**src/rtl/alu_issue_stage.sv**
```systemverilog
// ID/EX issue stage ahead of the 32-bit ALU: decodes RV32I into an ALU op, builds
// forwarded operands and holds them in a single valid/ready pipeline register.
module alu_issue_stage #(
  parameter int              XLEN     = 32,
  parameter logic [XLEN-1:0] RESET_PC = '0
) (
  input  logic            clk,
  input  logic            rst,
  input  logic            flush,
  input  logic            in_valid,
  output logic            in_ready,
  input  logic [31:0]     in_instr,
  input  logic [XLEN-1:0] in_pc,
  input  logic [XLEN-1:0] in_rs1_data,
  input  logic [XLEN-1:0] in_rs2_data,
  input  logic            fwd_mem_we,
  input  logic [4:0]      fwd_mem_rd,
  input  logic [XLEN-1:0] fwd_mem_data,
  input  logic            fwd_wb_we,
  input  logic [4:0]      fwd_wb_rd,
  input  logic [XLEN-1:0] fwd_wb_data,
  output logic            out_valid,
  input  logic            out_ready,
  output logic [XLEN-1:0] out_a,
  output logic [XLEN-1:0] out_b,
  output logic [3:0]      out_aluop,
  output logic [XLEN-1:0] out_rs2_data,
  output logic [4:0]      out_rd,
  output logic            out_rd_we,
  output logic [XLEN-1:0] out_pc,
  output logic [2:0]      out_funct3,
  output logic            out_is_branch,
  output logic            out_is_load,
  output logic            out_is_store,
  output logic            out_illegal
);

  typedef enum logic [3:0] {
    OP_ADD = 4'd0, OP_SUB = 4'd1, OP_AND = 4'd2, OP_OR  = 4'd3, OP_XOR  = 4'd4,
    OP_SLL = 4'd5, OP_SRL = 4'd6, OP_SRA = 4'd7, OP_SLT = 4'd8, OP_SLTU = 4'd9
  } aluop_e;

  localparam logic [6:0] OPC_OP     = 7'b0110011;
  localparam logic [6:0] OPC_OPIMM  = 7'b0010011;
  localparam logic [6:0] OPC_LOAD   = 7'b0000011;
  localparam logic [6:0] OPC_STORE  = 7'b0100011;
  localparam logic [6:0] OPC_BRANCH = 7'b1100011;
  localparam logic [6:0] OPC_LUI    = 7'b0110111;
  localparam logic [6:0] OPC_AUIPC  = 7'b0010111;

  typedef struct packed {
    logic [XLEN-1:0] a;
    logic [XLEN-1:0] b;
    logic [XLEN-1:0] rs2;
    logic [XLEN-1:0] pc;
    logic [3:0]      aluop;
    logic [4:0]      rd;
    logic            rd_we;
    logic [2:0]      funct3;
    logic            is_branch;
    logic            is_load;
    logic            is_store;
    logic            illegal;
  } entry_t;

  logic            xfer;
  logic            valid_d, valid_q;
  entry_t          entry_d, entry_q;
  logic [6:0]      opcode;
  logic [2:0]      funct3;
  logic [4:0]      rs1, rs2, rd;
  logic [XLEN-1:0] rs1_val, rs2_val, imm_i, imm_s, imm_u;

  function automatic logic [XLEN-1:0] fwd_sel(
    input logic [4:0] r, input logic [XLEN-1:0] rf,
    input logic mwe, input logic [4:0] mrd, input logic [XLEN-1:0] md,
    input logic wwe, input logic [4:0] wrd, input logic [XLEN-1:0] wd);
    if (r == 5'd0)             return '0;
    if (mwe && (mrd == r))     return md;
    if (wwe && (wrd == r))     return wd;
    return rf;
  endfunction

  function automatic aluop_e f3_op(input logic [2:0] f3, input logic alt);
    case (f3)
      3'b000:  return alt ? OP_SUB : OP_ADD;
      3'b001:  return OP_SLL;
      3'b010:  return OP_SLT;
      3'b011:  return OP_SLTU;
      3'b100:  return OP_XOR;
      3'b101:  return alt ? OP_SRA : OP_SRL;
      3'b110:  return OP_OR;
      default: return OP_AND;
    endcase
  endfunction

  assign in_ready = !valid_q || out_ready;
  assign xfer     = in_valid && in_ready;

  assign opcode = in_instr[6:0];
  assign rd     = in_instr[11:7];
  assign funct3 = in_instr[14:12];
  assign rs1    = in_instr[19:15];
  assign rs2    = in_instr[24:20];
  assign imm_i  = {{20{in_instr[31]}}, in_instr[31:20]};
  assign imm_s  = {{20{in_instr[31]}}, in_instr[31:25], in_instr[11:7]};
  assign imm_u  = {in_instr[31:12], 12'b0};

  assign rs1_val = fwd_sel(rs1, in_rs1_data, fwd_mem_we, fwd_mem_rd, fwd_mem_data,
                           fwd_wb_we, fwd_wb_rd, fwd_wb_data);
  assign rs2_val = fwd_sel(rs2, in_rs2_data, fwd_mem_we, fwd_mem_rd, fwd_mem_data,
                           fwd_wb_we, fwd_wb_rd, fwd_wb_data);

  always_comb begin
    valid_d = valid_q;
    if (flush)          valid_d = 1'b0;
    else if (xfer)      valid_d = 1'b1;
    else if (out_ready) valid_d = 1'b0;
  end

  always_comb begin
    entry_d = entry_q;
    if (xfer) begin
      entry_d        = '0;
      entry_d.a      = rs1_val;
      entry_d.b      = rs2_val;
      entry_d.rs2    = rs2_val;
      entry_d.pc     = in_pc;
      entry_d.rd     = rd;
      entry_d.funct3 = funct3;
      entry_d.aluop  = OP_ADD;
      case (opcode)
        OPC_OP: begin
          entry_d.aluop = f3_op(funct3, in_instr[30]);
          entry_d.rd_we = 1'b1;
        end
        OPC_OPIMM: begin
          // funct3 x01 are the shifts: shamt in place of the immediate, and only
          // SRLI/SRAI look at bit 30 (ADDI never becomes SUB)
          entry_d.b     = (funct3[1:0] == 2'b01) ? {27'b0, rs2} : imm_i;
          entry_d.aluop = f3_op(funct3, (funct3 == 3'b101) && in_instr[30]);
          entry_d.rd_we = 1'b1;
        end
        OPC_LOAD: begin
          entry_d.b       = imm_i;
          entry_d.is_load = 1'b1;
          entry_d.rd_we   = 1'b1;
        end
        OPC_STORE: begin
          entry_d.b        = imm_s;
          entry_d.is_store = 1'b1;
        end
        OPC_BRANCH: begin
          entry_d.is_branch = 1'b1;
          case (funct3)
            3'b000, 3'b001: entry_d.aluop = OP_SUB;
            3'b100, 3'b101: entry_d.aluop = OP_SLT;
            3'b110, 3'b111: entry_d.aluop = OP_SLTU;
            default:        entry_d.illegal = 1'b1;
          endcase
        end
        OPC_LUI: begin
          entry_d.a     = '0;
          entry_d.b     = imm_u;
          entry_d.rd_we = 1'b1;
        end
        OPC_AUIPC: begin
          entry_d.a     = in_pc;
          entry_d.b     = imm_u;
          entry_d.rd_we = 1'b1;
        end
        default: entry_d.illegal = 1'b1;
      endcase
      entry_d.rd_we = entry_d.rd_we && (rd != 5'd0);
    end
  end

  always_ff @(posedge clk or posedge rst) begin
    if (rst) begin
      valid_q     <= 1'b0;
      entry_q     <= '0;
      entry_q.pc  <= RESET_PC;
    end else begin
      valid_q <= valid_d;
      entry_q <= entry_d;
    end
  end

  assign out_valid     = valid_q;
  assign out_a         = entry_q.a;
  assign out_b         = entry_q.b;
  assign out_aluop     = entry_q.aluop;
  assign out_rs2_data  = entry_q.rs2;
  assign out_rd        = entry_q.rd;
  assign out_rd_we     = entry_q.rd_we;
  assign out_pc        = entry_q.pc;
  assign out_funct3    = entry_q.funct3;
  assign out_is_branch = entry_q.is_branch;
  assign out_is_load   = entry_q.is_load;
  assign out_is_store  = entry_q.is_store;
  assign out_illegal   = entry_q.illegal;

endmodule

```
**config.mk**
```make
export PLATFORM = sky130hd
export DESIGN_NAME = alu_issue_stage
export DESIGN_NICKNAME = d
export VERILOG_FILES = /design/src/rtl/alu_issue_stage.sv
export SDC_FILE = /design/constraint.sdc
export NUM_CORES = 1
export LEC_CHECK = 0
export ABC_AREA = 1
export ABC_CLOCK_PERIOD_IN_PS = 4900
export CAP_MARGIN = 20
export CELL_PAD_IN_SITES_DETAIL_PLACEMENT = 1
export CELL_PAD_IN_SITES_GLOBAL_PLACEMENT = 2
export CORE_MARGIN = 5
export CORE_UTILIZATION = 22
export DETAILED_ROUTE_END_ITERATION = 12
export HOLD_SLACK_MARGIN = 0.12
export PLACE_DENSITY = 0.89
export SLEW_MARGIN = 20
export SYNTH_ARGS = -nofsm -noshare
export SYNTH_HDL_FRONTEND = slang
export SYNTH_SLANG_ARGS = --single-unit
```
**constraint.sdc**
```tcl
create_clock -name clk -period 4.9 [get_ports clk]
set_clock_uncertainty 0.1 [all_clocks]
set_input_delay 0.49 -clock clk [delete_from_list [all_inputs] [get_ports clk]]
set_output_delay 0.49 -clock clk [all_outputs]
set_load 0.05 [all_outputs]
```
Word-level counts from Yosys, hierarchy flattened
Cells that the tools add are included.

Input bits: 209. Output and inout port bits: 147. Register bits: 146. Word-level logic and storage cells: 98.

Muxes and demuxes: 45. Reduce and logical (&&, ||, !) cells: 21. Equality and inequality tests: 19.

Operators with widths (number): $mux W32 (13); $pmux W32 S4 (1); $pmux W32 S2 (1); $pmux W4 S7 (2); $mux W1 (25); $pmux W4 S3 (2); $eq A7 B6 Y1 const B (3); $eq A5 B5 Y1 (4); $eq A7 B5 Y1 const B (2); $eq A3 B3 Y1 const B (4); $reduce_or A6 Y1 (2); $logic_not A5 Y1 (2); $reduce_or A2 Y1 (4); $eq A7 B2 Y1 const B (1); $eq A7 B7 Y1 const B (1); $logic_and A1 B1 Y1 (7); $eq A3 B2 Y1 const B (2); $reduce_bool A5 Y1 (1); $reduce_or A5 Y1 (1); $eq A3 B1 Y1 const B (1); $logic_not A3 Y1 (1); $reduce_bool A3 Y1 (1); $eq A2 B1 Y1 const B (1); $pmux W1 S2 (1); 2 further kinds (2).

Longest topological paths before layout
Gate-level depths: netlist (run 1).

Word-level depth: 10. Mapped depth: 12. Depth with buffers taken out: 11.

Worst setup path before layout (run 1)
OpenSTA, ideal clock, no wires.

Path type: reg2reg. Start: register valid_q (netlist: out_valid). End: register entry_q (netlist bit out_rs2_data[0]). Data required time: 4.723 ns. Buffers on the path: 2. Setup slack: 2.664 ns. Cell stages (with the launch flop): 7. Clock period less this slack: 2.236 ns. Data arrival time: 2.059 ns. Setup time: 0.077 ns. Cells stage by stage: dfrtp_1 > nand2_1 > nand2_1 > clkbuf_1 > clkbuf_1 > nand2_1 > o21ai_1.

Cells in the longest elaborated chain, start to end: 3.

RTL lines: start, declared (RTL line 67) `logic valid_d, valid_q;`; start signal, assigned (RTL line 184) `valid_q <= valid_d;`; $logic_not A1 Y1 (RTL line 97) `assign in_ready = !valid_q || out_ready;`; $logic_or A1 B1 Y1 (RTL line 97); net in_ready (RTL line 11) `output logic in_ready,`; $logic_and A1 B1 Y1 (RTL line 98) `assign xfer = in_valid && in_ready;`; end signal, assigned (RTL line 185) `entry_q <= entry_d;`; end, declared (RTL line 68) `entry_t entry_d, entry_q;`.

The timed path passes the listed nets, and every way through them passes these cells. A chain may end at the register's enable or synchronous reset.

Worst setup path after layout (run 1)
Start: input out_ready. End: register entry_q (netlist bit out_b[26]).

Cells in the longest elaborated chain, start to end: 2.

RTL lines: start, declared (RTL line 23) `input logic out_ready,`; $logic_or A1 B1 Y1 (RTL line 97); $logic_and A1 B1 Y1 (RTL line 98).

No other way between the ends.

==> results of run 1 <==
[flip-flops by register name (all words and copies together) (netlist names), 3 cells and up]
register and count:
out_a 32, out_b 32, out_pc 32, out_rs2_data 32, out_rd 5, out_aluop 4
out_funct3 3
[where the power goes]
group	switching (mW)	total [mW]	internal, mW
clock	0.601	1.31	0.714
sequential	0.0974	1.45	1.35
combinational	1.03	1.56	0.531
[synth_stat cells, types with 2 or more instances]
| cell type | instances | area [um^2] |
|---|---|---|
| a21oi_1 | 51 | 255 |
| a31oi_1 | 2 | 12.5 |
| buf_2 | 43 | 215 |
| clkbuf_1 | 37 | 139 |
| dfrtp_1 | 146 | 3650 |
| inv_1 | 96 | 360 |
| inv_2 | 20 | 75.1 |
| nand2_1 | 438 | 1640 |
| nand2_2 | 2 | 12.5 |
| nand3_1 | 84 | 420 |
| nand3_2 | 6 | 60.1 |
| nand4_1 | 65 | 407 |
| nor2_1 | 185 | 694 |
| nor2_4 | 3 | 33.8 |
| nor3_1 | 2 | 10.0 |
| nor3_2 | 2 | 20.0 |
| o21ai_0 | 86 | 430 |
| o21ai_1 | 36 | 180 |
| o31ai_1 | 2 | 15.0 |
[per-stage QoR]
step	worst slack (ns)	hold WS (ns)	cell area, um^2
4_1_cts	1.88	0.354	13300
3_3_place_gp	1.44	0.364	12800
6_report	1.77	0.360	13400
5_1_grt	1.52	0.389	13400
3_5_place_dp	1.44	0.368	12800
2_1_floorplan	0.387	0.453	8750
[final timing paths]
path                       slack (ns)  cells past startpoint                  start                            to
hold reg to reg                  0.38                      2  out_b[22]$_DFFE_PP0P_         out_b[22]$_DFFE_PP0P_
setup reg to reg                 1.92                      7  out_valid$_DFFE_PP0P_         out_b[26]$_DFFE_PP0P_
min in group clk                 0.38                      2  out_b[22]$_DFFE_PP0P_         out_b[22]$_DFFE_PP0P_
setup / recovery                 1.77                      9              out_ready         out_b[26]$_DFFE_PP0P_
max in group asynchronous        3.39                      3                    rst  out_rs2_data[22]$_DFFE_PP0P_
hold / removal                   0.36                      2                    rst          out_a[7]$_DFFE_PP0P_
[layout by cell type, fill, tap and decap left out, types with 2 or more instances in the layout]
cell type and count:
a31oi_1 2, clkbuf_16 17, nand4_1 65, dfrtp_1 146
nor2_4 5, inv_6 7, nand3_2 6, nand2_1 437
buf_4 16, nor3_4 2, o21ai_1 36, inv_1 94
nand3_1 84, clkinv_2 3, a21oi_1 51, nand2_2 2
diode_2 10, nor2_1 184, inv_2 20, nor3_1 2
inv_8 2, clkdlybuf4s50_1 355, o31ai_1 2, o21ai_0 86
clkinvlp_4 3
[layer usage]
metal / vias to the layer above / GRT usage (%) / share of wire, %
li1: 4833 / - / -
met1: 4738 / 25.8 / 46
met4: 2 / 7.79 / 2.9
met2: 297 / 29.1 / 45
met5: - / 0 / 0.016
met3: 46 / 4.19 / 5.9
[cells by family (layout without fill, tap and decap cells)]
logic type,after synthesis,count (layout),share of synthesized area [%]
AO/OA/AOI/OAI,180,180,10.5
XOR/XNOR,1,1,0.100
buffers and inverters,200,522,9.32
AND/OR/NAND/NOR,791,791,38.3
flip-flops,146,146,41.8
other,0,10,0
[area by class of cell]
cell class | instances | area [um^2] | share of cell area [%]
flip-flops and latches | 146 | 3650 | 27.3
diodes | 10 | 25.0 | 0.187
multi-input cells | 972 | 4320 | 32.3
repair buffers | 373 | 3720 | 27.8
well taps | 525 | 657 | 4.90
clock inverters | 15 | 146 | 1.09
clock buffers | 17 | 425 | 3.18
inverters | 117 | 445 | 3.32
==> results.md, run 1 <==
* Status: completed
* Slew headroom at 37.6%
* RSZ-0062 raised after global routing: false
* WS Path Type: in2reg
* Vias at about 9900
* Synth Register Bits at 146
* Crit path max fanout at 65
* Clock sinks at approximately 150
* Utilization after layout at roughly 34%
* Critical Path End Type: register
* Non-Filler Instances at around 2200
* DRC at 0
* Chip Width at 209 um
* Worst-Skew Late Latency at roughly 0.43 ns
* Boundary pin count at between 300 and 400
* CP bufs+invs at 3
* Critical Path AT at 3.36 ns
* Max Clk Rate at roughly 0.32 GHz
* YS warnings at 0
* H-tree depth at 4
* TritonCTS clock tree: built
* DRT Wirelength at about 43000 um
* Grt total ovfl at 0
* Total power at 4.32 mW
* Cells after DPL at about 2100
* Power per cell area at between 300 and 400 mW/mm^2
* Final Wtd Congestion at slightly above 0.9
* First-pass GRT wire length at 64000 um
* DR pass1 iterations at 5
* Slew Viols, Final at 0
* Setup TNS at 0 ns
* Sequential area share after synthesis at a little over two fifths
* Final ANT Viol Nets at 0
* Max Buffers Root-to-Sink at 2
* Peak VDD IR at ~180 uV
* Post-Syn Nets at around 1500
* CP top delay family: simple AND/OR/NAND/NOR gates
* Period minus WS final at roughly 3.1 ns
* GRT Util Overall at 18.9%
* Core footprint at between 0.03 and 0.04 mm^2
* Synth unique cells at 31
* Mapped Cells at about 1300
* CTS resizes at 0
* Root buf cell: clkbuf_16
* Die Area at around 0.044 mm^2
* Most used cell, CP: nand2_1
* CTS buffer count at 17
* Cell Chain, Critical Path: clkdlybuf4s50_1, inv_1, nand2_1, nand2_4, clkinv_2, nand2_1, nand2_1, nand2_1, nand2_1
* Final worst-path cycle share at a little under two thirds
* Area Overhead vs Synth at 53.1%
* EDFF count, synth at 0
* CTS hold repair buffers at 0
* Final #Nets at roughly 1800
* HP Class: in2async
* Largest net degree at the start of global routing at a little under 100
* Post CTS Setup Buffer Count at 0
* LEAKAGE at around 6.3 nW
* Critical path startpoint category: input pin
* CP peak stage delay at 0.88 ns
* Critical Path RT at 5.13 ns
* Layout cells sized above 1 at between 5 and 6%
* First DRT Iteration DRCs at 499
* Wire length per cell at 19.6 um
* Final setup viols at 0
* PortBufs at 355
* Slew @ Worst Pin at around 0.94 ns
* Ys async rst share at 100%
* Mapped Avg Cell Area at 6.64 um^2
* Cell Area, Synth at 0.00875 mm^2
* Ys flop type: dfrtp_1
* Initial antenna violation count at 10
* Initial core utilization at 22.1%
* Max-cap violations at 0
* Die Y-Extent at approximately 210 um
* Slowest-stage cell, CP: clkinv_2
* # fillers at between 4000 and 5000
* Vias in the first global route at just over 10000
* Clk slew on worst S/H paths at ~0.080 ns
* Final Hold Fails at 0
* Post-DP HPWL at about 34000 um
* Routed vias/inst at 4.56
* FP Rows at 73
No activity file was read; power rests on OpenSTA's default activity.
==> run 2, diff against run 1 <==
--- a/config.mk
+++ b/config.mk
@@ -6,7 +6,7 @@
 export NUM_CORES = 1
 export LEC_CHECK = 0
 export ABC_AREA = 1
-export ABC_CLOCK_PERIOD_IN_PS = 4900
+export ABC_CLOCK_PERIOD_IN_PS = 3200
 export CAP_MARGIN = 20
 export CELL_PAD_IN_SITES_DETAIL_PLACEMENT = 1
 export CELL_PAD_IN_SITES_GLOBAL_PLACEMENT = 2
==> constraint.sdc (replaced) <==
create_clock -name clk -period 3.2 [get_ports clk]
set_clock_uncertainty 0.1 [all_clocks]
set_input_delay 0.32 -clock clk [delete_from_list [all_inputs] [get_ports clk]]
set_output_delay 0.32 -clock clk [all_outputs]
set_load 0.05 [all_outputs]
==> run 2 against run 1 <==
Via count shrank 0.37%. Die area unchanged. Sequential power grew 53%. Total power up 54%. Final area increased by 0.72%. Critical path depth grew 1. Routed wire length grew 0.57%. Final cell count about the same. Utilization grew 0.24 points. Critical endpoint is now out_b[2]$_DFFE_PP0P_.
==> results.md, run 2 (synthesized netlist as in run 1, its figures left out) <==
* Status: completed
* Critical Path RT at 3.42 ns
* LEAKAGE at ~6.4 nW
* DR pass1 iterations at 5
* Chip Width at approximately 210 um
* Largest net degree at the start of global routing at 100
* Clock sinks at 146
* Slew Viols, Final at 0
* CTS resizes at 0
* Initial core utilization at between 20% and 30%
* First DRT Iteration DRCs at 498
* FP Rows at 73
* Period minus WS final at 2.31 ns
* HP Class: in2async
* PortBufs at ~360
* Setup TNS at 0 ns
* Worst-Skew Late Latency at roughly 0.43 ns
* DRC at 0
* WS Path Type: in2reg
* Die Area at 0.0439 mm^2
* Power per cell area at about 490 mW/mm^2
* Area Overhead vs Synth at 54.2%
* Grt total ovfl at 0
* TritonCTS clock tree: built
* Critical Path End Type: register
* Crit path max fanout at 32
* Critical path startpoint category: input pin
* CTS buffer count at 17
* Clk slew on worst S/H paths at about 0.07 ns
* Final setup viols at 0
* Post-DP HPWL at between 30000 and 40000 um
* Final Wtd Congestion at around 0.87
* Vias at just under 10000
* Max Buffers Root-to-Sink at 2
* GRT Util Overall at 19.2%
* Final Hold Fails at 0
* Layout cells sized above 1 at under 10%
* Hold WS at roughly 0.16 ns
* Routed vias/inst at 4.54
* Core footprint at 0.0395 mm^2
* Commonest non-fill, non-tap cell in the layout: nand2_1
* Final #Nets at between 1500 and 2000
* Wire length per cell at 19.7 um
* CTS hold repair buffers at 0
* Post CTS Setup Buffer Count at 0
* Final ANT Viol Nets at 0
* Commonest non-fill, non-tap cells in the layout: 437 x nand2_1, 355 x clkdlybuf4s50_1, 184 x nor2_1, 146 x dfrtp_1, 94 x inv_1
* Root buf cell: clkbuf_16
* Boundary pin count at about 360
* Critical Path AT at 2.53 ns
* Die Y-Extent at 209 um
* First-pass GRT wire length at roughly 65000 um
* # fillers at about 4900
* Initial antenna violation count at 5
* Final worst-path cycle share at 72.1%
* Slew headroom at between 50% and 60%
* Slew @ Worst Pin at between 0.6 and 0.7 ns
* Max-cap violations at 0
* Peak VDD IR at 308 uV
* RSZ-0062 raised after global routing: false
* H-tree depth at 4
* Max Clk Rate at between 0.4 and 0.5 GHz
* Vias in the first global route at around 11000
* DRT Wirelength at approximately 43000 um
[run 2: area by class of cell]
type                            count  area (um^2)  share of cell area, %
Multi-Input combinational cell    972         4320                   32.0
Timing Repair Buffer              380         3820                   28.3
Sequential cell                   146         3650                   27.1
Tap cell                          525          657                   4.87
Inverter                          117          443                   3.28
Clock buffer                       18          429                   3.18
Clock inverter                     14          155                   1.15
Antenna cell                        5         12.5                 0.0927
[run 2: critical path, stage by stage]
cell and delay (ns):
clkdlybuf4s50_1 0.53, inv_1 0.08, nand2_1 0.10, nor2_1 0.06, nand2_1 0.25, nand3_4 0.33
inv_2 0.56, nand2_1 0.14, nand2_1 0.09, nand2_1 0.06
[run 2: through the flow]
step	util (%)	area [um^2]	worst slack, ns	instances	total power [mW]
floorplan	-	8750	0.947	1318	3.58
global placement	32.6	12900	0.398	2139	4.66
detailed placement	32.6	12900	0.446	2140	4.68
CTS	34.1	13500	0.914	2172	6.76
global route	34.1	13500	0.695	2177	6.99
finish	34.1	13500	0.892	2177	6.66
[run 2: path summary, 6_finish.rpt]
check / to / cells after the start / slack [ns] / start
worst max register to register: out_pc[5]$_DFFE_PP0P_ / 5 / 1.25 / out_valid$_DFFE_PP0P_
worst min-delay path: out_rs2_data[4]$_DFFE_PP0P_ / 2 / 0.16 / rst
worst max-delay path: out_b[2]$_DFFE_PP0P_ / 10 / 0.89 / in_instr[4]
worst min register to register: out_pc[12]$_DFFE_PP0P_ / 2 / 0.38 / out_pc[12]$_DFFE_PP0P_
max in group asynchronous: out_rs2_data[25]$_DFFE_PP0P_ / 3 / 2.10 / rst
min in group clk: out_valid$_DFFE_PP0P_ / 2 / 0.33 / flush
[run 2: power by group]
part	total (mW)	internal [mW]	switching, mW
logic	2.40	0.822	1.58
clock network	2.03	1.16	0.871
registers	2.22	2.07	0.150
total	6.66	4.06	2.60
[run 2: layer usage]
metal / vias to the layer above / part of all wire (%) / global-route usage (%)
li1: 4845 / - / -
met1: 4722 / 46 / 25.5
met2: 269 / 46 / 30.9
met3: 43 / 5.4 / 4.26
met4: 0 / 2.5 / 6.50
met5: - / 0 / 0
==> run 3, diff against run 2 <==
--- a/config.mk
+++ b/config.mk
@@ -6,7 +6,7 @@
 export NUM_CORES = 1
 export LEC_CHECK = 0
 export ABC_AREA = 1
-export ABC_CLOCK_PERIOD_IN_PS = 3200
+export ABC_CLOCK_PERIOD_IN_PS = 2250
 export CAP_MARGIN = 20
 export CELL_PAD_IN_SITES_DETAIL_PLACEMENT = 1
 export CELL_PAD_IN_SITES_GLOBAL_PLACEMENT = 2
==> constraint.sdc (replaced) <==
create_clock -name clk -period 2.25 [get_ports clk]
set_clock_uncertainty 0.1 [all_clocks]
set_input_delay 0.225 -clock clk [delete_from_list [all_inputs] [get_ports clk]]
set_output_delay 0.225 -clock clk [all_outputs]
set_load 0.05 [all_outputs]
==> run 3 against run 2 <==
Final cell count increased by 1.7%. Die area is the same. Setup slack got worse by 0.68 ns. Combinational power up 46%. Total power up 44%. Routed wire length is 2.1% higher. Critical path type is now reg2out.
==> results.md, run 3 (synthesized netlist as in run 1, its figures left out) <==
* Status: completed
* Sw Share at a little under 40%
* CTS buffer count at 17
* Wire length per cell at about 20 um
* Vias in the first global route at roughly 11000
* CP bufs+invs at 1
* Max Buffers Root-to-Sink at 2
* Slew @ Worst Pin at roughly 0.64 ns
* Cells after DPL at roughly 2200
* Final Hold Fails at 0
* Peak VDD IR at approximately 480 uV
* Boundary pin count at between 300 and 400
* Core footprint at 0.0395 mm^2
* Crit path max fanout at 2
* Clock sinks at ~150
* H-tree depth at 4
* Clock share of power at between 30% and 40%
* Post-DP HPWL at ~35000 um
* TritonCTS clock tree: built
* Clk slew on worst S/H paths at 0.07 ns
* Routed vias/inst at about 4.5
* Logic pwr share at a little over a third
* Die Area at around 0.044 mm^2
* Critical path startpoint category: register
* Final #Nets at between 1500 and 2000
* Final setup viols at 0
* WS Path Type: reg2out
* Root buf cell: clkbuf_16
* Initial core utilization at between 20% and 30%
* DRC at 0
* CP peak stage delay at approximately 0.84 ns
* Area Overhead vs Synth at 59.1%
* Max Clk Rate at approximately 0.49 GHz
* Max-cap violations at 0
* Power per cell area at 688 mW/mm^2
* Hold WS at 0.225 ns
* LEAKAGE at 6.57 nW
* CTS resizes at 0
* HP Class: in2reg
* Net Sw Power at approximately 3.8 mW
* Cell Chain, Critical Path: clkdlybuf4s50_1
* Int Power at between 5 and 6 mW
* Die Y-Extent at ~210 um
* RSZ-0062 raised after global routing: false
* Layout cells sized above 1 at around 8.0%
* Final worst-path cycle share at between 90% and 100%
* Commonest non-fill, non-tap cell in the layout: nand2_1
* Period minus WS final at just over 2 ns
* Worst-Skew Late Latency at 0.44 ns
* Slew Viols, Final at 0
* Largest net degree at the start of global routing at 67
* Final ANT Viol Nets at 0
* Critical Path RT at 1.92 ns
* Initial antenna violation count at 6
* GRT Util Overall at 19.4%
* First-pass GRT wire length at about 66000 um
* DR pass1 iterations at 5
* FP Rows at 73
* Critical Path End Type: output port
* CP top delay family: buffers and inverters
* PortBufs at around 360
* Chip Width at 209 um
* Critical Path AT at roughly 1.7 ns
* Commonest non-fill, non-tap cells in the layout: 437 x nand2_1, 353 x clkdlybuf4s50_1, 184 x nor2_1, 146 x dfrtp_1, 94 x inv_1
* Vias at around 10000
* DRT Wirelength at around 44000 um
* Dpl cell area at approximately 0.013 mm^2
* Non-Filler Instances at 2213
* Slowest-stage cell, CP: clkdlybuf4s50_1
* Utilization after layout at a little over a third
* Final Cell Area at 0.0139 mm^2
* First DRT Iteration DRCs at 468
* Slew headroom at approximately 57%
* Share of power burned in registers at between 30% and 40%
* Grt total ovfl at 0
* Final Wtd Congestion at 0.890
[run 3: cell type report]
type,instances,area [um^2]
Antenna cell,6,15.0
Clock buffer,19,453
Clock inverter,13,138
Fill cell,4810,25600
Inverter,117,443
Multi-Input combinational cell,972,4320
Sequential cell,146,3650
Tap cell,525,657
Timing Repair Buffer,415,4240
[run 3: metrics by stage]
step / setup slack (ns) / power, mW / setup TNS (ns)
2_1_floorplan: 0.0141 / 5.09 / 0
3_3_place_gp: -0.0794 / 6.69 / -0.652
3_5_place_dp: -0.110 / 6.73 / -1.74
4_1_cts: 0.163 / 9.70 / 0
5_1_grt: 0.162 / 10.0 / 0
6_report: 0.214 / 9.58 / 0
[run 3: power groups by stage]
| stage | logic, mW | registers [mW] | clock network [mW] |
|---|---|---|---|
| 5_1_grt | 3.71 | 3.20 | 3.11 |
| 3_3_place_gp | 3.49 | 3.21 | 0 |
| 6_report | 3.50 | 3.16 | 2.92 |
| 4_1_cts | 3.53 | 3.17 | 3.01 |
| 3_5_place_dp | 3.52 | 3.21 | 0 |
| 2_1_floorplan | 0.784 | 4.30 | 0 |
[run 3: routing by layer]
layer,global-route usage (%),part of all wire [%],up-vias
li1,-,-,4916
met3,4.35,5.8,40
met5,0,0,-
met2,31.1,46,278
met4,6.44,2.3,0
met1,25.9,46,4814
[run 3: final timing paths]
check	start	end	slack, ns	depth (start not counted)
setup / recovery	out_b[27]$_DFFE_PP0P_	out_b[27]	0.21	1
hold / removal	flush	out_valid$_DFFE_PP0P_	0.22	2
setup reg to reg	out_valid$_DFFE_PP0P_	out_a[29]$_DFFE_PP0P_	0.56	7
hold reg to reg	out_b[14]$_DFFE_PP0P_	out_b[14]$_DFFE_PP0P_	0.38	2
max in group asynchronous	rst	out_rs2_data[22]$_DFFE_PP0P_	0.70	4
min in group asynchronous	rst	out_pc[5]$_DFFE_PP0P_	0.63	3
[run 3: timing repair]
action | 4_1_cts | 5_1_grt
hold endpoints to repair | 10 | 0
buffers inserted | 0 | 0
setup endpoints to repair | 0 | 0
hold buffers | 1 | 0
